==> src/rtl/clk_activity_monitor.sv <==
// rtl/clk_activity_monitor.sv - measures i_mon_clk period in i_ahb_clk cycles, tracks lock and flags errors
module clk_activity_monitor #(
   parameter int CNT_W       = 16,
   parameter int SYNC_STAGES = 2,
   parameter int LOCK_CNT    = 4
) (
   input  logic             i_ahb_clk,
   input  logic             i_ahb_rst_n,
   input  logic             i_mon_clk,
   input  logic             i_en,
   input  logic             i_clr,
   input  logic [CNT_W-1:0] i_min_cnt,
   input  logic [CNT_W-1:0] i_max_cnt,
   input  logic [CNT_W-1:0] i_timeout_cnt,
   output logic [CNT_W-1:0] o_period_cnt,
   output logic             o_period_vld,
   output logic             o_lock,
   output logic             o_err_fast,
   output logic             o_err_slow,
   output logic             o_loss,
   output logic [2:0]       o_state
);

   typedef enum logic [2:0] {
      IDLE   = 3'd0,
      ACQ    = 3'd1,
      MEAS   = 3'd2,
      LOCKED = 3'd3,
      LOST   = 3'd4
   } state_t;

   localparam int GOOD_W = $clog2(LOCK_CNT + 1);

   state_t                 state;
   logic [SYNC_STAGES-1:0] sync_q;
   logic                   edge_q;
   logic                   rise;
   logic [CNT_W-1:0]       cnt;
   logic [CNT_W:0]         cnt_inc;
   logic [CNT_W-1:0]       cnt_sat;
   logic [GOOD_W-1:0]      good_cnt;
   logic [GOOD_W-1:0]      good_inc;
   logic                   lock_now;
   logic                   timeout_hit;
   logic                   too_fast;
   logic                   too_slow;

   assign rise        = sync_q[SYNC_STAGES-1] & ~edge_q;
   assign cnt_inc     = {1'b0, cnt} + {{CNT_W{1'b0}}, 1'b1};
   // cnt_sat doubles as the measured period: cycles since the last rise, saturating
   assign cnt_sat     = cnt_inc[CNT_W] ? cnt : cnt_inc[CNT_W-1:0];
   assign timeout_hit = (i_timeout_cnt != '0) && (cnt_inc == {1'b0, i_timeout_cnt});
   assign too_fast    = cnt_sat < i_min_cnt;
   assign too_slow    = cnt_sat > i_max_cnt;
   assign good_inc    = (good_cnt == GOOD_W'(LOCK_CNT)) ? good_cnt : good_cnt + GOOD_W'(1);
   assign lock_now    = good_inc == GOOD_W'(LOCK_CNT);
   assign o_state     = state;

   always_ff @(posedge i_ahb_clk or negedge i_ahb_rst_n) begin
      if (!i_ahb_rst_n) begin
         state        <= IDLE;
         sync_q       <= '0;
         edge_q       <= 1'b0;
         cnt          <= '0;
         good_cnt     <= '0;
         o_period_cnt <= '0;
         o_period_vld <= 1'b0;
         o_lock       <= 1'b0;
         o_err_fast   <= 1'b0;
         o_err_slow   <= 1'b0;
         o_loss       <= 1'b0;
      end else begin
         sync_q       <= {sync_q[SYNC_STAGES-2:0], i_mon_clk};
         edge_q       <= sync_q[SYNC_STAGES-1];
         o_period_vld <= 1'b0;
         // clear first so that a flag-set later in this block overrides it
         if (i_clr) begin
            o_err_fast <= 1'b0;
            o_err_slow <= 1'b0;
            o_loss     <= 1'b0;
         end
         if (!i_en) begin
            state    <= IDLE;
            o_lock   <= 1'b0;
            cnt      <= '0;
            good_cnt <= '0;
         end else begin
            case (state)
               IDLE: state <= ACQ;
               ACQ: begin
                  if (rise) begin
                     state <= MEAS;
                     cnt   <= '0;
                  end else if (timeout_hit) begin
                     state    <= LOST;
                     o_loss   <= 1'b1;
                     cnt      <= '0;
                     good_cnt <= '0;
                  end else begin
                     cnt <= cnt_sat;
                  end
               end
               MEAS, LOCKED: begin
                  if (rise) begin
                     o_period_cnt <= cnt_sat;
                     o_period_vld <= 1'b1;
                     cnt          <= '0;
                     if (too_fast || too_slow) begin
                        if (too_fast) o_err_fast <= 1'b1;
                        if (too_slow) o_err_slow <= 1'b1;
                        good_cnt <= '0;
                        state    <= MEAS;
                        o_lock   <= 1'b0;
                     end else begin
                        good_cnt <= good_inc;
                        if (state == LOCKED || lock_now) begin
                           state  <= LOCKED;
                           o_lock <= 1'b1;
                        end
                     end
                  end else if (timeout_hit) begin
                     state    <= LOST;
                     o_lock   <= 1'b0;
                     o_loss   <= 1'b1;
                     cnt      <= '0;
                     good_cnt <= '0;
                  end else begin
                     cnt <= cnt_sat;
                  end
               end
               LOST: begin
                  if (rise) begin
                     state <= MEAS;
                     cnt   <= '0;
                  end
               end
               default: state <= IDLE;
            endcase
         end
      end
   end

endmodule
==> config.mk <==
export PLATFORM = sky130hd
export DESIGN_NAME = clk_activity_monitor
export DESIGN_NICKNAME = d
export VERILOG_FILES = /design/src/rtl/clk_activity_monitor.sv
export SDC_FILE = /design/constraint.sdc
export NUM_CORES = 1
export LEC_CHECK = 0
export CORE_MARGIN = 1
export CORE_UTILIZATION = 35
export DETAILED_ROUTE_END_ITERATION = 7
export GPL_ROUTABILITY_DRIVEN = 0
export HOLD_SLACK_MARGIN = 0.12
export PLACE_DENSITY = 0.68
export SYNTH_ARGS = -nofsm -noshare
export SYNTH_HDL_FRONTEND = slang
export SYNTH_SLANG_ARGS = --single-unit
==> constraint.sdc <==
create_clock -name i_ahb_clk -period 3.3 [get_ports i_ahb_clk]
set_input_delay 0.66 -clock i_ahb_clk [delete_from_list [all_inputs] [get_ports i_ahb_clk]]
set_output_delay 0.66 -clock i_ahb_clk [all_outputs]
set_load 0.02 [all_outputs]
==> results of run 1 <==
## layout by cell type (no fill, tap or decap), types with 4 or more instances in the layout
| cell type | netlist | final |
|---|---|---|
| nor2b_1 | 9 | 9 |
| xnor2_1 | 20 | 19 |
| a31oi_1 | 4 | 4 |
| ha_4 | 0 | 7 |
| nand2_1 | 33 | 25 |
| nand4_1 | 11 | 11 |
| o22ai_1 | 5 | 5 |
| dfrtp_2 | 0 | 5 |
| o21a_1 | 5 | 4 |
| a22o_1 | 16 | 16 |
| o21ai_0 | 11 | 5 |
| nor2_1 | 14 | 11 |
| ha_1 | 34 | 27 |
| a21oi_1 | 16 | 12 |
| mux2_2 | 18 | 16 |
| clkdlybuf4s50_1 | 0 | 75 |
| buf_6 | 2 | 6 |
| nand2_2 | 0 | 8 |
| dfrtp_1 | 46 | 41 |
| clkbuf_8 | 0 | 6 |
| nand3_1 | 14 | 14 |
| nor4_1 | 6 | 5 |
| nor3_1 | 7 | 4 |
| inv_1 | 42 | 42 |
| buf_4 | 3 | 99 |
| o21ai_2 | 0 | 4 |
| xor2_1 | 6 | 5 |
## area by class of cell
type                       count  area share, %
clock buffer                   7           1.52
multi-input combinational    285           44.6
timing repair buffer         181           27.6
tap                          133           2.93
clock inverter                 1         0.0883
sequential                    46           20.4
inverter                      43           2.85
## kinds of logic (layout without fill, tap and decap cells)
kind of cell / Yosys count / count (layout) / synth area share, %
AND/OR/NAND/NOR: 123 / 123 / 20.0
AO/OA/AOI/OAI: 80 / 80 / 15.5
multiplexers: 19 / 19 / 5.85
XOR/XNOR: 29 / 29 / 8.12
adder cells (fa/ha/maj): 34 / 34 / 11.7
flip-flops: 46 / 46 / 31.6
buffers and inverters: 60 / 232 / 7.15
## stage by stage
step	total power, mW	setup TNS, ps	cells	utilization [%]	hold WS (ps)
floorplan	0.730	0	391	-	331
global placement	0.877	-1260	665	51.3	337
detailed placement	0.885	-2380	665	51.3	343
CTS	1.26	-17.1	679	53.7	365
global route	1.33	-519	696	57.2	385
finish	1.26	0	696	57.2	363
## state kept, by name (all words and copies together) (netlist names), 2 cells and up
name          count
cnt              16
sync_q            2
good_cnt          3
o_state           3
o_period_cnt     16
## path summary, 6_finish.rpt
check	end	depth (start not counted)
max in group asynchronous	cnt[8]	1
worst min register to register	sync_q[1]	0
worst max-delay path	good_cnt[0]	16
worst min-delay path	sync_q[1]	0
worst max register to register	good_cnt[0]	16
min in group asynchronous	good_cnt[0]	1
## power breakdown
part | leakage (nW) | switching, mW | internal [mW]
combinational | 2.03 | 0.149 | 0.165
clock | 0.0482 | 0.190 | 0.169
sequential | 0.623 | 0.0127 | 0.578
total | 2.71 | 0.351 | 0.912
## layer usage
| metal | global-route usage, % | wire length [um] |
|---|---|---|
| met4 | 5.00 | 219 |
| met3 | 3.95 | 594 |
| met1 | 26.8 | 4840 |
| met5 | 0 | 0 |
| met2 | 35.8 | 5490 |
## timing repair
item                       4_1_cts  5_1_grt
setup endpoints to repair        5        5
gates resized for setup         24       47
hold buffers                     0        0
pin swaps                       15       31
buffers inserted                 6       17
==> flow_summary.ini, run 1 <==
[synthesis]
synth_top_area_share_pct = 31.6
avgSynthCellArea_um2 = 9.31
ys_top_cells_by_area = dfrtp_1, ha_1, mux2_2
ys_types = 61
synthMostInstantiatedCell = dfrtp_1
ys_seq_elements = 46
synthCells = 391
synthFlopType = dfrtp_1
async_flop_share_pct = 100
yosysTopAreaCell = dfrtp_1
netlist_area_um2 = 3640
synthTopCellsByCount = dfrtp_1, inv_1, ha_1
synth_edf_count = 0
yosysWarnings = 0
synth_nets = 478
synth_seq_area_share_pct = 31.6

[timing]
worstMarginPinSlew_ps = 1060
setup_viol = 0
slew_headroom_pct = 29.0
setup_slack_ps = 29.1
grt_setup_unrepaired = true
period_needed_ps = 3270
fin_skew_ps = 7.19
fmax_mhz = 306
slew_violations = 0
hold_viol_final = 0
fin_crit_sh_pct = 99.1

[global_routing]
track_usage_pct = 20.8
grt_pass1_wl_mm = 18.3
grt_max_degree = 47
antenna_found_initial = 0
grt_remaining_overflow = 0
grt_pass1_vias = 3765

[cells_and_area]
multi_input_area_um2 = 2530
ff_latch_area_um2 = 1160
final_nets = 649
antenna_cells = 0
fill_cells = 866
syn_to_final_growth_pct = 55.8
stdcell_area_um2 = 5670
drive_gt1_share_pct = 33.9

[hold_path]
hold_class = flop to flop
min_from = sync_q[0]

[worst_setup_path]
worst_ep_arrival_time_ps = 3460
worst-setup-path-type = flop to flop
worstPathCellList = buf_6 > nand4_4 > or3_4 > xor2_2 > nand2_2 > buf_4 > ha_4 > nand2_2 > nor3_4 > a21boi_2 > o31ai_2 > buf_4 > o21ai_2 > or2_4 > o21ai_2 > mux2_4
crit_buf_inv = 3
cp-end-kind = flop
rrSetupSlack_ps = 30
reg2reg_from = cnt[0]
cp_top_family = simple AND/OR/NAND/NOR gates
slowest_stage = or3_4
critPathRequiredTime_ps = 3490
crit_fanout = 5
crit_start = cnt[0]
start_kind = flop
critPathMaxStageDelay_ps = 450

[clock_network]
cts_max_level = 2
cts.sinks = 46
numCtsBuffers = 5
insertion_delay_ps = 300
clockBufferDepth = 2
cts_root_buf = clkbuf_8
tritoncts = yes
path_clk_slew_ps = 90

[power]
power_per_cell_area_nw_per_um2 = 223
ir_drop_v = 0.000152
p_leak_nw = 2.71

[floorplanning]
initial_core_util_pct = 36.7
fp.dieH_um = 104
core-area_um2 = 9910
die-area_um2 = 10800
rows = 36
ioPinCount = 77
chipWidth_um = 104

[route]
drc = 0
routedWlPerCell_um = 16.0
vias = 3651
initialDrtViolationCount = 163
firstDrtPassIters = 4
viasPerCell = 5.25
ant_nets = 0
drt_wl_total_mm = 11.1

[placement]
dp_hpwl_mm = 8.45
placed_cell_area_um2 = 5090
port_buffers = 76
dpl_worst_slack_ps = -237

[job]
max_cap_violations = 0

[outcome]
status = complete, no violations
Power figures use the tool's default switching activity.
==> run 2: changes to the inputs <==
- ABC_AREA: not set -> 1
==> run 2 against run 1 <==
Net effect:
- critical path depth did not move
- wire length fell by 13%
- global-route usage fell by 2.3 points
- setup slack improved by 290 ps
- sequential cell count did not move
- sequential power rose by 8.3%
- non-clock buffer count fell by 100
- first-iteration DRC count rose by 56%
- combinational power rose by 24%
- die area fell by 1.6%
- clock power rose by 15%
- via count fell by 2.8%
==> flow_summary.ini, run 2 <==
[outcome]
status = complete, no violations

[synthesis]
yosysWarnings = 0
synth_seq_area_share_pct = 32.1
ys_types = 38
synth_edf_count = 0
synth_top_area_share_pct = 32.1
yosysTopAreaCell = dfrtp_1
netlist_area_um2 = 3580
async_flop_share_pct = 100
synthFlopType = dfrtp_1
synthMostInstantiatedCell = nand2_1
synthTopCellsByCount = nand2_1, inv_1, nor2_1
avgSynthCellArea_um2 = 7.04
ys_top_cells_by_area = dfrtp_1, nand2_1, ha_1
synth_nets = 596
synthCells = 509
ys_seq_elements = 46

[clock_network]
cts_hold_buf = 0
cts_root_buf = clkbuf_8
cts.sinks = 46
tritoncts = yes
clockBufferDepth = 2
numCtsBuffers = 5
insertion_delay_ps = 290
post_cts_buffers = 0
path_clk_slew_ps = 80
cts_max_level = 2

[floorplanning]
initial_core_util_pct = 36.3
ioPinCount = 77
chipWidth_um = 103
core-area_um2 = 9860
die-area_um2 = 10600
fp.dieH_um = 103
rows = 36

[worst_setup_path]
worst_ep_arrival_time_ps = 3170
worstReg2RegEnd = o_lock
slowest_stage = dfrtp_1
critPathRequiredTime_ps = 3490
crit_buf_inv = 2
reg2reg_depth = 16
reg2reg_from = cnt[0]
rrSetupSlack_ps = 320
crit_fanout = 10
start_kind = flop
worstPathCellList = ha_1 > nand3_2 > nor2_2 > nand2_2 > buf_4 > nand2_1 > ha_1 > a21oi_1 > nor2_1 > a211oi_1 > o221a_2 > nand2_1 > nand2_1 > o21ai_0 > nand2_1 > inv_1
cpMostUsedCell = nand2_1
cp_top_family = simple AND/OR/NAND/NOR gates
cp-end-kind = flop
worst-setup-path-type = flop to flop
critPathMaxStageDelay_ps = 440

[cells_and_area]
antenna_cells = 0
fill_cells = 984
layout_common_cells = nand2_1, inv_1, clkdlybuf4s50_1
drive_gt1_share_pct = 5.44
final_nets = 674
syn_to_final_growth_pct = 28.9
reg_top3 = cnt x16, o_period_cnt x16
final_util_pct = 46.8
final_common_cell = nand2_1

[global_routing]
grt_pass1_wl_mm = 15.3
track_usage_pct = 18.5
grt_remaining_overflow = 0
grt_pass1_vias = 3244
grt_max_degree = 47
antenna_found_initial = 0

[placement]
port_buffers = 76
dp_hpwl_mm = 7.80
dpl_worst_slack_ps = 257

[job]
max_cap_violations = 0

[hold_path]
min_path_cells = 0
hold_end = sync_q[1]
min_from = sync_q[0]
hold_class = flop to flop

[timing]
setup_slack_ps = 319
slew_violations = 0
slew_headroom_pct = 24.2
fin_crit_sh_pct = 90.3
worstMarginPinSlew_ps = 1130
period_needed_ps = 2980
setup_viol = 0
fin_tns_setup_ps = 0
hold_viol_final = 0
fmax_mhz = 335
fin_skew_ps = 4.76

[route]
drt_wl_total_mm = 9.65
viasPerCell = 4.92
firstDrtPassIters = 5
ant_nets = 0
drc = 0
routedWlPerCell_um = 13.4
initialDrtViolationCount = 254
vias = 3549

[power]
power_per_cell_area_nw_per_um2 = 312
p_leak_nw = 2.31
ir_drop_v = 0.000199
-- run 2: timing repair --
action,in CTS,in global routing
resized for setup,0,4
setup endpoints to repair,0,5
hold endpoints to repair,0,0
-- run 2: worst max-delay path by stage --
stage            from     end  slack, ps  cells past startpoint
6_report       cnt[0]  o_lock        320                     16
5_1_grt        cnt[0]  o_lock         -3                     16
4_1_cts        cnt[0]  o_lock        240                     16
3_5_place_dp   cnt[0]  o_lock        260                     16
3_3_place_gp   cnt[0]  o_lock        350                     16
2_1_floorplan  cnt[0]  o_lock        480                     18
-- run 2: worst reg2reg max path, cell delays in order (launching register included) --
cell and delay (ps):
dfrtp_1 440, ha_1 220, nand3_2 120, nor2_2 230, nand2_2 140, buf_4 200
nand2_1 150, ha_1 260, a21oi_1 130, nor2_1 50, a211oi_1 210, o221a_2 240
nand2_1 140, nand2_1 140, o21ai_0 90, nand2_1 70, inv_1 40
-- run 2: layout make-up --
type | instances | area [um^2] | share of cell area [%]
multi-input combinational | 372 | 2090 | 45.4
sequential | 46 | 1150 | 24.9
inverter | 81 | 304 | 6.59
tap | 133 | 166 | 3.61
clock inverter | 1 | 30.0 | 0.651
timing repair buffer | 81 | 793 | 17.2
clock buffer | 7 | 76.3 | 1.65
-- run 2: power by group --
part           switching, mW  internal [mW]  total, mW
Clock                  0.186          0.227      0.413
Combinational          0.194          0.193      0.388
Sequential            0.0286          0.612      0.640
Total                  0.409           1.03       1.44
-- run 2: metrics by stage --
| step | hold slack [ps] | instances | instance area, um^2 | power, mW |
|---|---|---|---|---|
| after floorplan | 331 | 509 | 3580 | 0.837 |
| after global placement | 334 | 713 | 4500 | 1.03 |
| after detailed placement | 338 | 713 | 4500 | 1.04 |
| after CTS | 359 | 721 | 4600 | 1.46 |
| after global routing | 361 | 721 | 4620 | 1.52 |
| final | 354 | 721 | 4620 | 1.44 |
-- run 2: logic make-up (layout without fill, tap and decap cells) --
logic type               Yosys count  in the layout  share of synthesized area [%]
AND/OR/NAND/NOR                  260            260                           31.9
buffers and inverters             91            170                           9.78
AO/OA/AOI/OAI                     66             66                           10.4
flip-flops                        46             46                           32.1
adder cells (fa/ha/maj)           34             34                           11.9
XOR/XNOR                          12             12                           3.91
-- run 2: layer usage --
layer | track usage, % | up-vias | part of all wire [%]
met5 | 0 | - | 0
met4 | 5.31 | 0 | 1.9
met3 | 1.97 | 18 | 5.7
met2 | 28.9 | 133 | 43
met1 | 26.9 | 1583 | 49
li1 | - | 1815 | -
==> run 3: changes to the inputs <==
- PLACE_DENSITY: 0.68 -> not set
==> run 3 against run 2 <==
Net effect:
- sequential power about the same
- global-route usage up 0.89 points
- maximum frequency rose by 1.0%
- worst hold slack better by 9.2 ps
- critical path type unchanged
- critical endpoint is now good_cnt[2]
- largest cell class unchanged
- highest routed layer unchanged
==> flow_summary.ini, run 3 (same netlist as run 2, synthesis figures left out) <==
[floorplanning]
ioPinCount = 77
rows = 36
chipWidth_um = 103
die-area_um2 = 10600
initial_core_util_pct = 36.3
fp.dieH_um = 103
core-area_um2 = 9860

[route]
routedWlPerCell_um = 13.5
viasPerCell = 4.97
vias = 3582
drc = 0
drt_wl_total_mm = 9.74
ant_nets = 0
initialDrtViolationCount = 232
firstDrtPassIters = 4

[worst_setup_path]
worst_ep_arrival_time_ps = 3160
cp-end-kind = flop
crit_fanout = 6
worst-setup-path-type = flop to flop
critPathRequiredTime_ps = 3510
rrSetupSlack_ps = 350
slowest_stage = dfrtp_1
worstPathCellList = ha_1 > nand3_2 > nor2_2 > nand2_1 > clkinv_1 > nand2_1 > nand2_1 > nand3_1 > ha_1 > nand2_1 > inv_1 > nand3_1 > nor3_2 > nand2_1 > nand4_1 > nand2_1 > nand2_1 > o21ai_1 > nand2_1 > nand2_1
cp_top_family = simple AND/OR/NAND/NOR gates
critPathMaxStageDelay_ps = 440
cpMostUsedCell = nand2_1
start_kind = flop
crit_buf_inv = 2

[clock_network]
cts_root_buf = clkbuf_8
insertion_delay_ps = 310
cts_max_level = 2
cts.sinks = 46
numCtsBuffers = 5
post_cts_buffers = 0
cts_hold_buf = 0
tritoncts = yes
path_clk_slew_ps = 100
cts_resized = 0
clockBufferDepth = 2

[timing]
grt_setup_unrepaired = false
fin_tns_setup_ps = 0
fin_crit_sh_pct = 89.4
setup_viol = 0
slew_headroom_pct = 18.2
slew_violations = 0
period_needed_ps = 2950
fmax_mhz = 339
hold_viol_final = 0
fin_skew_ps = 12.3
worstMarginPinSlew_ps = 1220

[global_routing]
grt_pass1_wl_mm = 15.9
grt_remaining_overflow = 0
grt_max_degree = 47
track_usage_pct = 19.4
antenna_found_initial = 0
grt_pass1_vias = 3388

[cells_and_area]
layout_common_cells = nand2_1, inv_1, clkdlybuf4s50_1
reg_top3 = cnt x16, o_period_cnt x16
final_nets = 674
drive_gt1_share_pct = 5.78
syn_to_final_growth_pct = 29.1
fill_cells = 1001
final_common_cell = nand2_1
layout.cells.non_filler = 721
antenna_cells = 0

[job]
max_cap_violations = 0

[placement]
dp_hpwl_mm = 7.86
numPlacedInstances = 713
port_buffers = 76

[power]
power_per_cell_area_nw_per_um2 = 316
ir_drop_v = 0.000177
p_leak_nw = 2.32

[outcome]
status = complete, no violations

[hold_path]
hold_class = flop to flop
-- run 3: cell count changes in the layout (fill, tap and decap cells not counted) --
cell      before  now
inv_6          0    1
clkinv_2       0    1
clkbuf_1       2    0
-- run 3: final cells by class --
type / instances / area (um^2) / share of cell area, %
inverter: 81 / 304 / 6.58
sequential: 46 / 1150 / 24.9
multi-input combinational: 372 / 2090 / 45.3
tap: 133 / 166 / 3.60
timing repair buffer: 81 / 793 / 17.2
clock inverter: 3 / 43.8 / 0.947
clock buffer: 5 / 68.8 / 1.49
-- run 3: layer usage --
layer	track usage, %	share of wire, %
met5	0	0
met1	27.2	49
met2	31.1	44
met3	2.37	5.4
met4	5.96	2.1
-- run 3: through the flow --
stage / utilization [%] / hold slack [ps] / cell area (um^2) / total power, mW / worst slack, ps
detailed placement: 45.6 / 342 / 4500 / 1.04 / 201
global route: 46.9 / 377 / 4620 / 1.54 / 43.4
CTS: 46.7 / 365 / 4610 / 1.48 / 182
finish: 46.9 / 363 / 4620 / 1.46 / 349
global placement: 45.6 / 332 / 4500 / 1.04 / 284
floorplan: - / 331 / 3580 / 0.837 / 485
-- run 3: final timing paths --
kind | start | endpoint | cells after the start
max in group asynchronous | i_ahb_rst_n | o_state[2] | 1
max | cnt[0] | good_cnt[2] | 20
min in group asynchronous | i_ahb_rst_n | cnt[9] | 1
min | sync_q[0] | sync_q[1] | 0
min reg2reg | sync_q[0] | sync_q[1] | 0
max reg2reg | cnt[0] | good_cnt[2] | 20
-- run 3: where the power goes --
| group | leakage (nW) | switching (mW) | internal, mW | total [mW] |
|---|---|---|---|---|
| Combinational | 1.64 | 0.194 | 0.193 | 0.387 |
| Sequential | 0.618 | 0.0289 | 0.612 | 0.641 |
| Clock | 0.0585 | 0.208 | 0.227 | 0.435 |
